--- src/rtl/diff_pkg.sv ---
// Shared definitions for the differential transmit path: code width and the
// transmit-queue sequencing states. Transceiver code paths size themselves from CODE_W.
package diff_pkg;

    localparam int CODE_W = 26;

    typedef enum logic [2:0] {
        Q_IDLE,
        Q_ISSUE,
        Q_WAIT_START,
        Q_WAIT_DONE,
        Q_GAP
    } queue_state_e;

    function automatic int max_int(input int a, input int b);
        return (a > b) ? a : b;
    endfunction

endpackage

--- src/rtl/sync_fifo.sv ---
// Single-clock FIFO with valid/ready push, pop strobe and a continuously visible head.
// DEPTH must be a power of two so the pointers wrap by natural overflow.
module sync_fifo #(
    parameter int WIDTH = 26,
    parameter int DEPTH = 8
) (
    input  logic                   clk_i,
    input  logic                   srst_i,
    input  logic [WIDTH-1:0]       push_data_i,
    input  logic                   push_valid_i,
    output logic                   push_ready_o,
    input  logic                   pop_i,
    output logic [WIDTH-1:0]       head_o,
    output logic [$clog2(DEPTH):0] count_o
);

    localparam int AW = $clog2(DEPTH);
    localparam logic [AW:0] FULL_COUNT = (AW + 1)'(DEPTH);

    logic [WIDTH-1:0] mem_q [DEPTH];
    logic [AW-1:0]    wr_ptr_q, wr_ptr_d;
    logic [AW-1:0]    rd_ptr_q, rd_ptr_d;
    logic [AW:0]      count_q, count_d;
    logic             push;
    logic             pop;

    // Full and empty come from the occupancy count, not pointer comparison.
    assign push_ready_o = (count_q != FULL_COUNT);
    assign push         = push_valid_i && push_ready_o;
    assign pop          = pop_i && (count_q != '0);
    assign head_o       = mem_q[rd_ptr_q];
    assign count_o      = count_q;

    always_comb begin
        wr_ptr_d = wr_ptr_q;
        rd_ptr_d = rd_ptr_q;
        count_d  = count_q;
        if (push) begin
            wr_ptr_d = wr_ptr_q + AW'(1);
        end
        if (pop) begin
            rd_ptr_d = rd_ptr_q + AW'(1);
        end
        case ({push, pop})
            2'b10:   count_d = count_q + (AW + 1)'(1);
            2'b01:   count_d = count_q - (AW + 1)'(1);
            default: count_d = count_q;
        endcase
    end

    always_ff @(posedge clk_i) begin
        if (srst_i) begin
            wr_ptr_q <= '0;
            rd_ptr_q <= '0;
            count_q  <= '0;
        end else begin
            wr_ptr_q <= wr_ptr_d;
            rd_ptr_q <= rd_ptr_d;
            count_q  <= count_d;
        end
    end

    always_ff @(posedge clk_i) begin
        if (push) begin
            mem_q[wr_ptr_q] <= push_data_i;
        end
    end

endmodule

--- src/rtl/diff_tx_queue.sv ---
// Transmit queue in front of a differential transceiver: buffers codes, issues one
// trigger per code, waits for the link to start and finish, then enforces an idle gap.
module diff_tx_queue
    import diff_pkg::*;
#(
    parameter int DEPTH         = 8,
    parameter int GAP_CYCLES    = 16,
    parameter int START_TIMEOUT = 4096
) (
    input  logic                   clk_in,
    input  logic                   rst_in,
    input  logic [CODE_W-1:0]      data_in,
    input  logic                   valid_in,
    output logic                   ready_out,
    input  logic                   io_sel_in,
    output logic                   trigger_out,
    output logic [CODE_W-1:0]      data_out,
    output logic [$clog2(DEPTH):0] count_out,
    output logic                   timeout_out
);

    localparam int TMR_W = $clog2(max_int(START_TIMEOUT, GAP_CYCLES) + 1);
    localparam logic [TMR_W-1:0] START_LAST = TMR_W'(START_TIMEOUT - 1);
    localparam logic [TMR_W-1:0] GAP_LAST   = TMR_W'(GAP_CYCLES - 1);

    queue_state_e             state_q;
    logic [TMR_W-1:0]         timer_q;
    logic                     trigger_q;
    logic                     timeout_q;
    logic                     pop;
    logic [$clog2(DEPTH):0]   fifo_count;

    sync_fifo #(
        .WIDTH (CODE_W),
        .DEPTH (DEPTH)
    ) u_fifo (
        .clk_i        (clk_in),
        .srst_i       (rst_in),
        .push_data_i  (data_in),
        .push_valid_i (valid_in),
        .push_ready_o (ready_out),
        .pop_i        (pop),
        .head_o       (data_out),
        .count_o      (fifo_count)
    );

    // The head leaves the queue only when the link finishes or never starts.
    assign pop = !io_sel_in &&
                 ((state_q == Q_WAIT_DONE) ||
                  ((state_q == Q_WAIT_START) && (timer_q == START_LAST)));

    assign count_out   = fifo_count;
    assign trigger_out = trigger_q;
    assign timeout_out = timeout_q;

    always_ff @(posedge clk_in) begin
        if (rst_in) begin
            state_q   <= Q_IDLE;
            timer_q   <= '0;
            trigger_q <= 1'b0;
            timeout_q <= 1'b0;
        end else begin
            trigger_q <= 1'b0;
            timeout_q <= 1'b0;
            case (state_q)
                Q_IDLE: begin
                    // Foreign link activity keeps us parked here.
                    if ((fifo_count != '0) && !io_sel_in) begin
                        state_q <= Q_ISSUE;
                    end
                end
                Q_ISSUE: begin
                    trigger_q <= 1'b1;
                    timer_q   <= '0;
                    state_q   <= Q_WAIT_START;
                end
                Q_WAIT_START: begin
                    if (io_sel_in) begin
                        state_q <= Q_WAIT_DONE;
                    end else if (timer_q == START_LAST) begin
                        timeout_q <= 1'b1;
                        timer_q   <= '0;
                        state_q   <= Q_GAP;
                    end else begin
                        timer_q <= timer_q + TMR_W'(1);
                    end
                end
                Q_WAIT_DONE: begin
                    if (!io_sel_in) begin
                        timer_q <= '0;
                        state_q <= Q_GAP;
                    end
                end
                Q_GAP: begin
                    if (timer_q == GAP_LAST) begin
                        state_q <= Q_IDLE;
                    end else begin
                        timer_q <= timer_q + TMR_W'(1);
                    end
                end
                default: state_q <= Q_IDLE;
            endcase
        end
    end

endmodule

--- config.mk ---
export PLATFORM = sky130hd
export DESIGN_NAME = diff_tx_queue
export DESIGN_NICKNAME = d
export VERILOG_FILES = /design/src/rtl/diff_pkg.sv /design/src/rtl/sync_fifo.sv /design/src/rtl/diff_tx_queue.sv
export SDC_FILE = /design/constraint.sdc
export NUM_CORES = 1
export LEC_CHECK = 0
export BUFFER_PORTS_ARGS = -buffer_cell sky130_fd_sc_hd__buf_2
export CAP_MARGIN = 10
export CORE_AREA = 2 2 169 122
export CTS_BUF_LIST = sky130_fd_sc_hd__clkbuf_4 sky130_fd_sc_hd__clkbuf_8 sky130_fd_sc_hd__clkbuf_16
export DETAILED_ROUTE_END_ITERATION = 7
export DIE_AREA = 0 0 171 124
export GPL_ROUTABILITY_DRIVEN = 0
export GPL_TIMING_DRIVEN = 0
export PLACE_DENSITY = 0.71
export SETUP_SLACK_MARGIN = 0.2
export SLEW_MARGIN = 20
export SYNTH_ARGS = -nofsm -noshare
export SYNTH_HDL_FRONTEND = slang
export SYNTH_HIERARCHICAL = 1
export SYNTH_SLANG_ARGS = --single-unit
--- constraint.sdc ---
create_clock -name clk_in -period 11.9 [get_ports clk_in]
set_input_delay 0.595 -clock clk_in [delete_from_list [all_inputs] [get_ports clk_in]]
set_output_delay 0.595 -clock clk_in [all_outputs]
set_load 0.02 [all_outputs]
==> impl_metrics.csv, run 1 <==
group,metric,value,unit
clocking,cts_sinks,239,
synthesis,synth.area.top_cells,"edfxtp_1 65%, mux4_1 9.8%, dfxtp_1 6.5%, mux4_2 3.7%, mux2_2 3.3%",
sta,max_freq,288,MHz
global_routing,grt_start_max_net_pins,16,
synthesis,synth_top_area_share,65.0,%
cells_and_area,multi_input_area,0.00259,mm2
synthesis,ys_top_cells_by_count,"208 x edfxtp_1, 36 x mux4_1, 31 x dfxtp_1, 28 x mux2_2, 25 x nor2_1",
route,drc,0,
sta,slew-limit-headroom,47.0,%
synthesis,synth_fp_nets,519,
synthesis,synth_most_common_cell,"edfxtp_1",
clocking,worstSkewPairLatency,0.50,ns
die,dieArea,0.0212,mm2
sta,setup_violations,0,
synthesis,synth-edff-count,208,
global_routing,grt-ovfl-total,0,
die,start_util,49.4,%
placed_design,dp_hpwl,12100,um
route,via_per_inst,5.56,
setup_path,cp_common_cell,"ha_1",
cells_and_area,area_delta_synth_final,17.6,%
setup_path,crit_path_max_incr_delay,0.47,ns
sta,whs,0.350,ns
global_routing,grt_pass1_vias,4960,
synthesis,synth_flop_cell,"edfxtp_1",
setup_path,cp.arrival,3.86,ns
clocking,cts_tree,"yes",
cells_and_area,drive_gt1_share,32.2,%
setup_path,crit_path_end_kind,"flop",
sta,finalCritPeriodShare,29.2,%
clocking,clk_pin_slew,0.06,ns
setup_path,start_kind,"flop",
sta,setup_tns,0,ns
die,rows,43,
clocking,cts_buffer_depth,3,
power,ir_drop,0.0976,mV
synthesis,ys_types,50,
setup_path,critPathTopFamily,"simple AND/OR/NAND/NOR gates",
min_path,hold_class,"in -> reg",
synthesis,synth_area,0.00961,mm2
clocking,post_cts_buffers,0,
route,wl_per_cell,20.4,um
route,drt_pre_antenna_iters,4,
power,powerDensity,163,mW/mm2
cells_and_area,fin_nets,626,
synthesis,async_reset_ff_share,0,%
synthesis,syn_area_per_cell,19.9,um2
route,vias,4877,
sta,worstMarginPinSlew,0.790,ns
setup_path,worst-path-buf-inv,2,
sta,period_needed,3.47,ns
die,die_w,171,um
synthesis,ys.warnings.count,6,
run,drv_cap,0,
setup_path,cp_max_fo,7,
cells_and_area,seq_area,0.00687,mm2
clocking,cts_hold_buffers,0,
global_routing,grt_pass1_wl,27600,um
route,routed_wirelength,17900,um
global_routing,grt_usage,17.4,%
clocking,numCtsBuffers,23,
synthesis,ys_seq_area_share,71.4,%
clocking,cts-root-buf,"clkbuf_16",
synthesis,synth_seq_cells,239,
setup_path,crit_path_top_delay_cell,"or3_4",
setup_path,crit_chain,"ha_1 -> nand4_1 -> or3_4 -> nor2_1 -> o21ai_0 -> inv_1 -> o41a_1 -> ha_1 -> clkbuf_1 -> nor4b_1 -> a41oi_1 -> o41ai_1 -> mux2_2",
status,status,"finished, final reports clean",
clocking,ctsResizeCount,0,
setup_path,crit_required,12.29,ns
sta,rsz0062_at_grt,"false",
placed_design,portBuffers,62,
sta,hold_viol,0,
sta,clock_skew,0.0180,ns
clocking,htree_num_levels,1,
sta,maxSlewViolCount,0,
die,ioPinCount,63,
synthesis,yosys.area.top_type,"edfxtp_1",
die,die_y,124,um
cells_and_area,nFillCells,1448,
synthesis,synth_cells,483,
setup_path,path_class,"reg -> reg",
power,power.leakage,3.78,nW
route,antenna_left,0,
global_routing,antenna_found_initial,1,
die,fp.coreArea,0.0195,mm2
route,initialDrtViolationCount,350,
final timing paths:
kind                   start                 end  slack [ns]  cells past startpoint
setup / recovery  timer_q[0]   u_fifo/count_o[3]        8.43                     13
hold / removal    data_in[2]  u_fifo/mem_q[5][2]        0.35                      1
setup reg to reg  timer_q[0]   u_fifo/count_o[3]        8.43                     13
hold reg to reg   timer_q[8]          timer_q[8]        0.54                      2
placed cells by master (no fill, tap or decap), types with 3 or more instances in the layout:
cell | Yosys | routed
a21oi_1 | 13 | 13
buf_16 | 0 | 3
buf_2 | 3 | 68
buf_4 | 1 | 9
buf_6 | 6 | 12
bufinv_16 | 0 | 4
clkbuf_1 | 5 | 5
clkbuf_16 | 0 | 23
clkbuf_8 | 6 | 6
clkinv_1 | 0 | 6
clkinv_2 | 0 | 6
dfxtp_1 | 31 | 31
edfxtp_1 | 208 | 208
ha_1 | 6 | 6
inv_1 | 5 | 5
mux2_2 | 28 | 28
mux2i_1 | 4 | 4
mux4_1 | 36 | 36
mux4_2 | 16 | 16
nand2_1 | 9 | 9
nand2b_1 | 3 | 3
nand3_1 | 8 | 8
nand4_1 | 3 | 3
nor2_1 | 25 | 22
nor2_4 | 0 | 3
nor3_1 | 7 | 3
nor3_2 | 0 | 4
nor4_1 | 4 | 3
o21ai_0 | 7 | 7
or3_1 | 7 | 7
xnor2_1 | 4 | 4
xor2_1 | 8 | 8
cells by family (layout without fill, tap and decap cells):
| kind of cell | count (synthesis) | in the layout | synth area share (%) |
|---|---|---|---|
| AOI/OAI and AO/OA | 38 | 38 | 2.97 |
| other | 0 | 1 | 0 |
| and+or+nand+nor | 78 | 78 | 4.27 |
| muxes | 84 | 84 | 17.3 |
| buffers and inverters | 26 | 149 | 2.19 |
| xor gates and xnor gates | 12 | 12 | 1.09 |
| adders and majority gates | 6 | 6 | 0.781 |
| DFF | 239 | 239 | 71.4 |
where the power goes:
part / switching, mW / leakage (nW) / internal, mW
registers: 0.0140 / 2.14 / 0.937
logic: 0.0987 / 1.26 / 0.0617
clock network: 0.291 / 0.381 / 0.439
total: 0.403 / 3.78 / 1.44
stage by stage:
| stage | instance area (um2) | instances | setup slack (ns) | power [mW] | util (%) |
|---|---|---|---|---|---|
| floorplan | 9610 | 483 | 7.90 | 1.07 | - |
| global placement | 10300 | 815 | 5.84 | 1.11 | 52.7 |
| detailed placement | 10500 | 835 | 8.46 | 1.13 | 54.1 |
| CTS | 11300 | 876 | 8.44 | 1.86 | 58.0 |
| global route | 11300 | 876 | 8.14 | 1.91 | 58.0 |
| finish | 11300 | 877 | 8.43 | 1.84 | 58.0 |
registers in the layout, summed over array words and instances (netlist names), named ones only:
register	cells
u_fifo/wr_ptr_q	3
timer_q	13
u_fifo/rd_ptr_q	3
u_fifo/count_o	4
u_fifo/mem_q	208
trigger_out	1
timeout_out	1
state_q	3
area by class of cell:
type	instances	area share, %
clock buffer	23	5.09
multi-input combinational	218	22.9
clock inverter	18	1.68
timing repair buffer	82	4.74
inverter	5	0.166
tap	270	2.99
buffer	21	1.69
sequential	239	60.7
antenna	1	0.0221
routing by layer:
layer | track usage, % | vias to the layer above | share of wire [%]
met5 | 0 | - | 0
met4 | 3.50 | 0 | 1.4
li1 | - | 2219 | -
met3 | 3.30 | 26 | 4.5
met2 | 28.0 | 120 | 47
met1 | 25.2 | 2512 | 47
(Power assumes the default switching activity.)
==> inputs of run 2 (changes only) <==
--- a/config.mk
+++ b/config.mk
@@ -5,15 +5,16 @@
 export SDC_FILE = /design/constraint.sdc
 export NUM_CORES = 1
 export LEC_CHECK = 0
+export ABC_AREA = 1
 export BUFFER_PORTS_ARGS = -buffer_cell sky130_fd_sc_hd__buf_2
 export CAP_MARGIN = 10
-export CORE_AREA = 2 2 169 122
+export CORE_AREA = 2 2 173 124
 export CTS_BUF_LIST = sky130_fd_sc_hd__clkbuf_4 sky130_fd_sc_hd__clkbuf_8 sky130_fd_sc_hd__clkbuf_16
 export DETAILED_ROUTE_END_ITERATION = 7
-export DIE_AREA = 0 0 171 124
+export DIE_AREA = 0 0 175 126
 export GPL_ROUTABILITY_DRIVEN = 0
 export GPL_TIMING_DRIVEN = 0
-export PLACE_DENSITY = 0.71
+export PLACE_DENSITY = 0.74
 export SETUP_SLACK_MARGIN = 0.2
 export SLEW_MARGIN = 20
 export SYNTH_ARGS = -nofsm -noshare
==> constraint.sdc (replaced) <==
create_clock -name clk_in -period 3.1 [get_ports clk_in]
set_input_delay 0.155 -clock clk_in [delete_from_list [all_inputs] [get_ports clk_in]]
set_output_delay 0.155 -clock clk_in [all_outputs]
set_load 0.02 [all_outputs]
==> run 2 against run 1 <==
Register-to-register slack lost 8.0 ns. Routed wire length is 28% higher. Synthesized cell count up 82%. Non-clock buffer count is 37 higher. Sequential share of layout area decreased by 3.9 points. Sequential power rose to 3.8 times the previous value. Hold slack worse by 0.30 ns. Largest cell class unchanged. Largest power group unchanged.
==> impl_metrics.csv, run 2 <==
group,metric,value,unit
cells_and_area,largest_reg_flops,208,
power,powerDensity,613,mW/mm2
sta,whs,0.0543,ns
route,antenna_left,0,
sta,setup_violations,0,
die,die_y,126,um
min_path,hold_class,"in -> reg",
sta,finalCritPeriodShare,85.4,%
synthesis,synth_seq_cells,239,
sta,max_freq,378,MHz
cells_and_area,final_common_cell,"edfxtp_1",
setup_path,crit_required,3.50,ns
cells_and_area,fin_nets,1042,
cells_and_area,nFillCells,1547,
die,start_util,49.4,%
synthesis,synth_area,0.0101,mm2
status,status,"finished, final reports clean",
sta,rsz0062_at_grt,"false",
power,ir_drop,0.449,mV
run,drv_cap,0,
route,via_per_inst,5.34,
synthesis,ys_types,39,
cells_and_area,drive_gt1_share,17.9,%
power,power,7.40,mW
synthesis,syn_area_per_cell,11.4,um2
clocking,clk_pin_slew,0.06,ns
power,power.internal,5.62,mW
setup_path,path_class,"reg -> reg",
route,wl_per_cell,17.7,um
synthesis,synth_top_area_share,62.0,%
setup_path,reg2reg_depth,18,
route,drc,0,
power,power_switching,1.78,mW
setup_path,crit_path_end_kind,"flop",
setup_path,start_kind,"flop",
sta,period_needed,2.65,ns
clocking,htree_num_levels,1,
route,initialDrtViolationCount,739,
min_path,hold_depth,3,
die,ioPinCount,63,
global_routing,grt_pass1_vias,6492,
clocking,cts_buffer_depth,3,
cells_and_area,finalNonFillerCells,1298,
setup_path,cp.arrival,3.05,ns
global_routing,grt_pass1_wl,35200,um
power,power.leakage,4.34,nW
power,p_seq_share,49.5,%
global_routing,grt_usage,20.7,%
clocking,cts_tree,"yes",
sta,hold_viol,0,
synthesis,ys_seq_area_share,68.1,%
placed_design,portBuffers,62,
clocking,worstSkewPairLatency,0.51,ns
power,clock_power_share,37.9,%
sta,worstMarginPinSlew,0.765,ns
clocking,numCtsBuffers,24,
sta,maxSlewViolCount,0,
setup_path,cp_max_fo,6,
power,power_frac_comb,12.6,%
synthesis,synth_flop_cell,"edfxtp_1",
global_routing,grt_start_max_net_pins,23,
placed_design,dp_hpwl,15100,um
global_routing,antenna_found_initial,0,
die,rows,44,
cells_and_area,n_antenna_cell,0,
cells_and_area,regMostFlops,"u_fifo/mem_q",
die,fp.coreArea,0.0204,mm2
synthesis,ys.warnings.count,6,
sta,clock_skew,0.0102,ns
synthesis,ys_top_cells_by_count,"208 x edfxtp_1, 159 x nand2_1, 146 x nor2_1, 62 x o21ai_0, 49 x o21ai_1",
synthesis,synth_cells,881,
die,dieArea,0.0221,mm2
clocking,cts-root-buf,"clkbuf_16",
route,routed_wirelength,22900,um
route,drt_pre_antenna_iters,5,
synthesis,synth_fp_nets,917,
placed_design,dp_cells,1227,
power,p_sw_share,24.1,%
die,die_w,175,um
cells_and_area,layout_common_cells,"208 x edfxtp_1, 159 x nand2_1, 138 x nor2_1",
route,vias,6927,
global_routing,grt-ovfl-total,0,
sta,slew-limit-headroom,49.0,%
clocking,cts_sinks,239,
synthesis,synth_most_common_cell,"edfxtp_1",
synthesis,synth.area.top_cells,"edfxtp_1 62%, dfxtp_1 6.2%, nand2_1 5.9%, nor2_1 5.4%, o21ai_0 3.1%",
cells_and_area,area_delta_synth_final,19.8,%
synthesis,synth-edff-count,208,
synthesis,yosys.area.top_type,"edfxtp_1",
synthesis,async_reset_ff_share,0,%
run 2: changes by cell type after synthesis, sizes merged, moves of 5 or more:
cell / before / now
nand2: 10 / 166
nor2: 25 / 151
o21ai: 8 / 112
mux4: 52 / 0
inv: 5 / 41
mux2: 28 / 0
o22ai: 1 / 26
mux2i: 4 / 26
buf: 10 / 28
nand3: 8 / 21
a21oi: 15 / 26
or3: 8 / 0
xor2: 8 / 3
run 2: area by class of cell:
class	count	area [um2]	area share [%]
Sequential cell	239	6870	56.8
Multi-Input combinational cell	559	2860	23.7
Timing Repair Buffer	99	801	6.63
Clock buffer	36	714	5.91
Tap cell	276	345	2.86
Buffer	41	275	2.28
Inverter	42	158	1.30
Clock inverter	6	60.1	0.497
run 2: routing by layer:
layer | wire length, um | part of all wire [%] | GRT usage [%] | vias up
met2 | 10200 | 44 | 32.2 | 304
li1 | - | - | - | 3331
met4 | 383 | 1.7 | 4.95 | 0
met3 | 1990 | 8.7 | 3.77 | 38
met5 | 0 | 0 | 0 | -
met1 | 10400 | 45 | 30.5 | 3254
run 2: final timing paths:
path,slack [ns],end,start
max,0.45,u_fifo/count_o[2],timer_q[0]
min,0.05,u_fifo/wr_ptr_q[1],valid_in
min reg2reg,0.49,u_fifo/rd_ptr_q[1],u_fifo/rd_ptr_q[1]
max reg2reg,0.45,u_fifo/count_o[2],timer_q[0]
run 2: kinds of logic (layout without fill, tap and decap cells):
kind of cell	after synthesis	after routing	synth area share (%)
AO/OA/AOI/OAI	167	167	9.11
XOR/XNOR	6	6	0.521
adder cells (fa/ha/maj)	6	6	0.745
buffers and inverters	83	224	4.29
flip-flops	239	239	68.1
multiplexers	26	26	2.58
AND/OR/NAND/NOR	354	354	14.6
run 2: stage by stage:
step | instance area [um2] | utilization [%] | setup TNS [ns] | setup slack [ns]
3_3_place_gp | 10700 | 52.6 | -54.14 | -0.512
5_1_grt | 12100 | 59.2 | 0 | 0.196
2_1_floorplan | 10100 | - | 0 | 0.396
3_5_place_dp | 11000 | 53.8 | 0 | 0.372
6_report | 12100 | 59.2 | 0 | 0.454
4_1_cts | 12100 | 59.1 | 0 | 0.349
run 2: power groups by stage:
| stage | clock network, mW | logic, mW | registers (mW) |
|---|---|---|---|
| finish | 2.81 | 0.933 | 3.66 |
| detailed placement | 0 | 0.900 | 3.73 |
| floorplan | 0 | 0.589 | 3.74 |
| global placement | 0 | 0.841 | 3.73 |
| global route | 2.97 | 1.02 | 3.67 |
| CTS | 2.84 | 0.933 | 3.66 |
run 2: what timing repair did:
action	4_1_cts	5_1_grt
setup buffers	0	0
endpoints found under the hold margin	211	0
endpoints found under the setup margin	0	1
gates resized for setup	0	4
hold buffers	29	0
run 2: worst max-delay path, stage by stage, from the launching register on:
cell,delay [ns]
dfxtp_1,0.40
ha_2,0.23
inv_1,0.08
nor2_4,0.19
nand4_4,0.16
nand2_1,0.09
nand2_1,0.07
inv_1,0.06
nand2_1,0.11
inv_1,0.14
ha_2,0.22
nand2_1,0.06
inv_1,0.07
nor2_1,0.05
ha_1,0.18
a21oi_1,0.14
xnor2_1,0.10
o21ai_0,0.14
inv_1,0.05
